===== src/rtl/fpu_offload_issuer.sv =====
// Core-side issuer for the FP coprocessor: holds one instruction, tags it with an ID, tracks in-flight IDs, returns writebacks.
// Optional FPU_OFFLOAD_INORDER_CHECK_EN: flag results that retire out of issue order.
module fpu_offload_issuer #(
  parameter int X_ID_WIDTH      = 4,
  parameter int MAX_OUTSTANDING = 4,
  parameter int XLEN            = 32,
  localparam int CW             = $clog2(MAX_OUTSTANDING + 1)
) (
  input  logic                  ck,
  input  logic                  rst,
  input  logic                  instr_valid,
  output logic                  instr_ready,
  input  logic [31:0]           instr,
  input  logic [XLEN-1:0]       rs1_data,
  input  logic                  flush,
  output logic                  issue_valid,
  input  logic                  issue_ready,
  output logic [31:0]           issue_instr,
  output logic [X_ID_WIDTH-1:0] issue_id,
  output logic [XLEN-1:0]       issue_rs1,
  input  logic                  result_valid,
  output logic                  result_ready,
  input  logic [X_ID_WIDTH-1:0] result_id,
  input  logic                  result_we,
  input  logic [XLEN-1:0]       result_data,
  output logic                  wb_valid,
  output logic [X_ID_WIDTH-1:0] wb_id,
  output logic [XLEN-1:0]       wb_data,
  output logic [CW-1:0]         outstanding,
  output logic                  err
);
  localparam int NIDS = 2 ** X_ID_WIDTH;

  logic                  hold_valid_reg;
  logic [31:0]           hold_instr_reg;
  logic [XLEN-1:0]       hold_rs1_reg;
  logic [X_ID_WIDTH-1:0] hold_id_reg;
  logic [X_ID_WIDTH-1:0] next_id_reg;
  logic [NIDS-1:0]       sb_reg, sb_next;
  logic [CW-1:0]         out_reg;
  logic                  err_reg;
  logic                  wb_valid_reg;
  logic [X_ID_WIDTH-1:0] wb_id_reg;
  logic [XLEN-1:0]       wb_data_reg;
  logic                  accept, fire, hit, order_err;

  assign instr_ready = !rst && !hold_valid_reg && (out_reg < CW'(MAX_OUTSTANDING))
                       && !sb_reg[next_id_reg] && !flush;
  assign accept      = instr_valid && instr_ready;
  assign issue_valid = hold_valid_reg && !flush;
  assign fire        = issue_valid && issue_ready;
  assign hit         = result_valid && sb_reg[result_id];

  // Set from the issue is applied first so a same-cycle retire of an outstanding ID still clears it.
  always_comb begin
    sb_next = sb_reg;
    if (fire) sb_next[hold_id_reg] = 1'b1;
    if (hit)  sb_next[result_id]   = 1'b0;
  end

`ifdef FPU_OFFLOAD_INORDER_CHECK_EN
  logic [X_ID_WIDTH-1:0]      fifo_reg  [MAX_OUTSTANDING];
  logic [X_ID_WIDTH-1:0]      fifo_next [MAX_OUTSTANDING];
  logic [MAX_OUTSTANDING-1:0] match;
  logic [MAX_OUTSTANDING-1:0] seen;
  logic [CW-1:0]              tail;

  assign tail      = out_reg - CW'(hit);
  assign order_err = hit && (fifo_reg[0] != result_id);

  // Retiring entry is squeezed out by shifting everything behind it one slot toward the head.
  for (genvar gi = 0; gi < MAX_OUTSTANDING; gi++) begin : g_fifo
    logic [X_ID_WIDTH-1:0] shifted;
    assign match[gi] = hit && (CW'(gi) < out_reg) && (fifo_reg[gi] == result_id);
    if (gi == 0) begin : g_first
      assign seen[gi] = match[gi];
    end else begin : g_rest
      assign seen[gi] = seen[gi-1] | match[gi];
    end
    if (gi == MAX_OUTSTANDING - 1) begin : g_last
      assign shifted = seen[gi] ? '0 : fifo_reg[gi];
    end else begin : g_mid
      assign shifted = seen[gi] ? fifo_reg[gi+1] : fifo_reg[gi];
    end
    assign fifo_next[gi] = (fire && (CW'(gi) == tail)) ? hold_id_reg : shifted;
  end

  always_ff @(posedge ck) begin
    for (int i = 0; i < MAX_OUTSTANDING; i++) begin
      fifo_reg[i] <= rst ? '0 : fifo_next[i];
    end
  end
`else
  assign order_err = 1'b0;
`endif

  always_ff @(posedge ck) begin
    if (rst) begin
      hold_valid_reg <= 1'b0;
      hold_instr_reg <= '0;
      hold_rs1_reg   <= '0;
      hold_id_reg    <= '0;
      next_id_reg    <= '0;
      sb_reg         <= '0;
      out_reg        <= '0;
      err_reg        <= 1'b0;
      wb_valid_reg   <= 1'b0;
      wb_id_reg      <= '0;
      wb_data_reg    <= '0;
    end else begin
      if (accept) begin
        hold_valid_reg <= 1'b1;
        hold_instr_reg <= instr;
        hold_rs1_reg   <= rs1_data;
        hold_id_reg    <= next_id_reg;
      end
      if (flush || fire) hold_valid_reg <= 1'b0;
      if (fire) next_id_reg <= next_id_reg + X_ID_WIDTH'(1);
      sb_reg       <= sb_next;
      out_reg      <= out_reg + CW'(fire) - CW'(hit);
      err_reg      <= err_reg | (result_valid && !hit) | order_err;
      wb_valid_reg <= hit && result_we;
      if (hit && result_we) begin
        wb_id_reg   <= result_id;
        wb_data_reg <= result_data;
      end
    end
  end

  assign issue_instr  = hold_instr_reg;
  assign issue_id     = hold_id_reg;
  assign issue_rs1    = hold_rs1_reg;
  assign result_ready = 1'b1;
  assign wb_valid     = wb_valid_reg;
  assign wb_id        = wb_id_reg;
  assign wb_data      = wb_data_reg;
  assign outstanding  = out_reg;
  assign err          = err_reg;
endmodule


===== config.mk =====
export PLATFORM = sky130hd
export DESIGN_NAME = fpu_offload_issuer
export DESIGN_NICKNAME = d
export VERILOG_FILES = /design/src/rtl/fpu_offload_issuer.sv
export SDC_FILE = /design/constraint.sdc
export NUM_CORES = 1
export LEC_CHECK = 0
export ABC_AREA = 0
export CORE_ASPECT_RATIO = 2
export CORE_MARGIN = 10
export CORE_UTILIZATION = 48
export DETAILED_ROUTE_END_ITERATION = 16
export GPL_TIMING_DRIVEN = 0
export PLACE_DENSITY = 0.94
export SLEW_MARGIN = 20
export SYNTH_ARGS = -nofsm -noshare
export SYNTH_HDL_FRONTEND = slang
export SYNTH_SLANG_ARGS = --single-unit

===== constraint.sdc =====
create_clock -name ck -period 5.7 [get_ports ck]
set_input_delay 1.71 -clock ck [delete_from_list [all_inputs] [get_ports ck]]
set_output_delay 1.71 -clock ck [all_outputs]
set_load 0.01 [all_outputs]

==> impl_metrics.prom <==
# TYPE chip_impl_metric gauge
chip_impl_info{name="tritoncts_clock_tree",value="done"} 1
chip_impl_metric{name="worstMarginPinSlew",unit="ns"} 0.9378
chip_impl_metric{name="critPathRequiredTime",unit="ns"} 3.99
chip_impl_metric{name="post-cts-setup-buffer-count",unit=""} 0
chip_impl_metric{name="postRouteWirelength",unit="um"} 19630
chip_impl_info{name="grt_setup_unrepaired",value="no"} 1
chip_impl_metric{name="grt_overflow",unit=""} 0
chip_impl_metric{name="finalPower",unit="mW"} 2.361
chip_impl_metric{name="reg2reg_slack",unit="ns"} 3.08
chip_impl_metric{name="post_synth_instance_area",unit="sq um"} 5834
chip_impl_metric{name="drt-initial-drc-count",unit=""} 230
chip_impl_metric{name="numCtsBuffers",unit=""} 17
chip_impl_metric{name="max_clock_freq",unit="GHz"} 0.1870
chip_impl_metric{name="placementRows",unit=""} 56
chip_impl_metric{name="pin_count",unit=""} 219
chip_impl_info{name="regToRegEndpoint",value="outstanding[2]"} 1
chip_impl_metric{name="clock_latency",unit="ns"} 0.42
chip_impl_metric{name="path_max_fanout",unit=""} 3
chip_impl_info{name="min-delay-path-class",value="reg2reg"} 1
chip_impl_info{name="end_kind",value="primary output"} 1
chip_impl_metric{name="cts-resized-gates",unit=""} 0
chip_impl_metric{name="critPathMaxStageDelay",unit="ns"} 0.65
chip_impl_metric{name="period_utilization",unit="%"} 93.83
chip_impl_metric{name="ctsLongestPathBuffers",unit=""} 2
chip_impl_metric{name="drt_first_pass_iters",unit=""} 6
chip_impl_metric{name="clock_sink_count",unit=""} 130
chip_impl_metric{name="combined_area_of_the_multi_input_logic_cells",unit="sq um"} 2987
chip_impl_metric{name="n_fill_cell",unit=""} 830
chip_impl_metric{name="number_of_instances_in_the_synthesized_netlist",unit=""} 619
chip_impl_info{name="largest_delay_share_family_worst_path",value="buffers and inverters"} 1
chip_impl_info{name="path_cells",value="clkdlybuf4s50_1 > or4_1 > a221oi_2 > clkdlybuf4s50_1"} 1
chip_impl_metric{name="remaining_drc_errors",unit=""} 0
chip_impl_metric{name="power_density",unit="nW/um^2"} 269.6
chip_impl_metric{name="slew_headroom",unit="%"} 37.32
chip_impl_metric{name="max_capacitance_violation_total",unit=""} 0
chip_impl_metric{name="worst-r2r-cell-count",unit=""} 12
chip_impl_metric{name="fp.dieH",unit="um"} 175.9
chip_impl_metric{name="antenna_found_initial",unit=""} 0
chip_impl_metric{name="synth_seq_area_share",unit="%"} 44.61
chip_impl_metric{name="final_hold_viol_count",unit=""} 0
chip_impl_info{name="crit-reg2reg-launch",value="sb_reg[9]"} 1
chip_impl_metric{name="layout-area-overhead-vs-synth",unit="%"} 50.08
chip_impl_metric{name="diodes_inserted",unit=""} 0
chip_impl_metric{name="final.min_clock_period",unit="ns"} 5.348
chip_impl_metric{name="floorplan.die.width",unit="um"} 97.96
chip_impl_metric{name="hold-path-cell-count",unit=""} 2
chip_impl_metric{name="globalplace.congestion",unit=""} 0.8610
chip_impl_metric{name="dpl_cell_area",unit="sq um"} 8178
chip_impl_metric{name="nets",unit=""} 965
chip_impl_metric{name="yosysWarningCount",unit=""} 0
chip_impl_metric{name="worstPathArrival",unit="ns"} 3.64
chip_impl_metric{name="final_design_area_no_fill",unit="sq um"} 8756
chip_impl_metric{name="grt_start_max_net_pins",unit=""} 17
chip_impl_metric{name="postCtsHoldBufs",unit=""} 0
chip_impl_metric{name="core_area",unit="sq um"} 11840
chip_impl_metric{name="fp.dieArea",unit="sq um"} 17230
chip_impl_metric{name="fin_skew",unit="ns"} 0.01425
chip_impl_metric{name="drt.antenna.violating_nets",unit=""} 0
chip_impl_metric{name="cp_num_buf_inv",unit=""} 2
chip_impl_metric{name="cts_max_level",unit=""} 4
chip_impl_metric{name="clkSlewWorstSetupHoldPaths",unit="ns"} 0.06
chip_impl_metric{name="total_leakage_power",unit="nW"} 3.483
chip_impl_info{name="cts_root_buffer",value="clkbuf_16"} 1
chip_impl_metric{name="ys_seq_elements",unit=""} 130
chip_impl_metric{name="total_via_count_in_the_routed_design",unit=""} 5487
chip_impl_metric{name="setup_tns_final",unit="ns"} 0
chip_impl_metric{name="numPortBuffers",unit=""} 216
chip_impl_metric{name="synthesis.nets",unit=""} 730
chip_impl_info{name="run_status",value="finished, final reports clean"} 1
chip_impl_metric{name="final-setup-viol-count",unit=""} 0
chip_impl_metric{name="routed_wire_length_per_instance",unit="um"} 19.41
chip_impl_metric{name="synthesis.area_per_instance",unit="sq um"} 9.425
chip_impl_metric{name="grt_util_all_layers",unit="%"} 21.95
chip_impl_metric{name="vdd.ir_drop.worst",unit="uV"} 229.2
chip_impl_info{name="worstHoldEndpoint",value="wb_data[2]"} 1
chip_impl_metric{name="synth.lib_cells_used.distinct",unit=""} 44
chip_impl_info{name="worst_path_most_repeated_cell",value="clkdlybuf4s50_1"} 1
chip_impl_info{name="path_class",value="in2out"} 1
chip_impl_info{name="critPathLaunchType",value="input pin"} 1
chip_impl_info{name="crit_path_slowest_cell",value="clkdlybuf4s50_1"} 1
chip_impl_metric{name="grt_pass1_vias",unit=""} 5552
chip_impl_metric{name="seq_area",unit="sq um"} 2603
chip_impl_metric{name="timing_max_transition_violations_final",unit=""} 0
chip_impl_metric{name="initial_utilization",unit="%"} 49.27
chip_impl_metric{name="grt_pass1_wl",unit="um"} 30590
chip_impl_metric{name="drive_above_1_share",unit="%"} 6.120
chip_impl_metric{name="detailed_route_vias_per_instance",unit=""} 5.427
chip_impl_metric{name="half_perimeter_wire_length_after_placement",unit="um"} 15170
chip_impl_info{name="worstHoldStart",value="wb_data[2]"} 1
-- cells in the mapped netlist --
master / count / share of area (%)
a21boi_1: 1 / 0.13
mux2_1: 1 / 0.19
a31oi_1: 5 / 0.54
nor3b_1: 2 / 0.26
buf_4: 1 / 0.13
conb_1: 1 / 0.064
nand4b_1: 1 / 0.15
a221oi_1: 1 / 0.15
clkbuf_1: 38 / 2.4
a2bb2oi_1: 1 / 0.15
a22oi_1: 1 / 0.13
nor2_1: 13 / 0.84
nand3b_1: 1 / 0.13
nand2b_1: 137 / 15
mux4_2: 5 / 1.9
mux2_2: 3 / 0.58
o21ai_1: 35 / 3.0
fa_1: 1 / 0.34
nor2b_1: 6 / 0.64
nor3_1: 4 / 0.34
nand2_2: 1 / 0.11
inv_2: 1 / 0.064
a21oi_1: 51 / 4.4
a2111oi_0: 1 / 0.15
buf_6: 3 / 0.58
dfxtp_1: 130 / 45
and2_1: 2 / 0.21
and3b_1: 1 / 0.15
or4_1: 1 / 0.13
mux2i_1: 76 / 13
a221oi_2: 1 / 0.26
nand2_1: 6 / 0.39
and3_1: 5 / 0.54
nor4_1: 1 / 0.11
xnor2_1: 2 / 0.30
nand3_1: 37 / 3.2
xor2_1: 3 / 0.45
inv_1: 5 / 0.32
and4_1: 2 / 0.30
nand4_1: 4 / 0.43
or3_1: 1 / 0.11
buf_2: 8 / 0.69
ha_1: 3 / 0.64
a211oi_1: 16 / 2.1
-- kinds of logic (layout without fill, tap and decap cells) --
family | after synthesis | after routing | synth area share, %
xor gates and xnor gates | 5 | 5 | 0.7507
other | 1 | 1 | 0.06427
muxes | 85 | 85 | 15.74
DFF | 130 | 130 | 44.61
adders and majority gates | 4 | 4 | 0.9866
buffers and inverters | 56 | 303 | 4.225
AOI/OAI and AO/OA | 113 | 113 | 10.94
and+or+nand+nor | 225 | 225 | 22.69
-- worst max path at each step --
stage / slack [ns] / end / start / cells past startpoint
final: 0.35 / instr_ready / flush / 4
after global routing: 0.28 / instr_ready / flush / 4
after CTS: 0.36 / instr_ready / flush / 4
after detailed placement: 0.37 / instr_ready / flush / 4
after global placement: 0.33 / instr_ready / flush / 4
after floorplan: 1.37 / instr_ready / rst / 3
-- through the flow --
stage / hold WS [ns] / util [%] / std cells / setup slack [ns]
2_1_floorplan: 0.4881 / - / 619 / 1.373
3_3_place_gp: 0.4489 / 69.06 / 980 / 0.3277
3_5_place_dp: 0.4575 / 69.06 / 980 / 0.3708
4_1_cts: 0.4644 / 73.93 / 1011 / 0.3567
5_1_grt: 0.4862 / 73.94 / 1011 / 0.2770
6_report: 0.4605 / 73.94 / 1011 / 0.3517
-- worst register-to-register path, cell delays in order, from the launching register on --
cell and delay (ns):
dfxtp_1 0.36, mux2_1 0.31, or3_1 0.36, nand4_1 0.14, a21boi_1 0.09, ha_1 0.27
inv_1 0.06, ha_1 0.13, inv_1 0.05, fa_1 0.37, xor2_1 0.17, xnor2_1 0.14
nor2_1 0.05
-- metal layers --
layer  vias up  GRT usage (%)  part of all wire, %
met3        32          5.660                  5.5
met4         0          8.404                  2.5
met5         -              0                    0
met2       204          41.93                   56
li1       2608              -                    -
met1      2643          21.68                   36
-- final cells by class --
type	count	share of cell area, %
timing repair buffer	216	24.69
multi-input combinational	433	34.11
clock buffer	19	5.059
tap	145	2.072
buffer	50	2.558
inverter	6	0.2572
sequential	130	29.72
clock inverter	12	1.529
-- cells in the final DEF (no fill, tap or decap), types with 2 or more instances in the layout --
cell             count
o21ai_1             35
buf_2                8
and4_1               2
xor2_1               3
nand4_1              4
nor2b_1              6
clkinv_4             3
and3_1               5
nand2_1              6
dfxtp_1            130
clkinvlp_4           2
inv_1                5
xnor2_1              2
ha_1                 3
nor2_1              13
clkdlybuf4s50_1    216
inv_6                2
nand3_1             37
mux2_2               3
bufinv_16            2
nand2b_1           137
a211oi_1            16
nor3_1               4
a21oi_1             51
buf_6                3
clkbuf_16           17
and2_1               2
a31oi_1              5
clkinv_2             3
mux2i_1             76
clkbuf_1            39
mux4_2               5
nor3b_1              2
-- where the power goes --
part           internal, mW  switching, mW  total, mW  leakage (nW)
logic                 0.188          0.135      0.323          2.15
registers             0.943         0.0202      0.964          1.05
clock network         0.655          0.419       1.07         0.280
total                  1.79          0.574       2.36          3.48
Power figures use the tool's default switching activity.
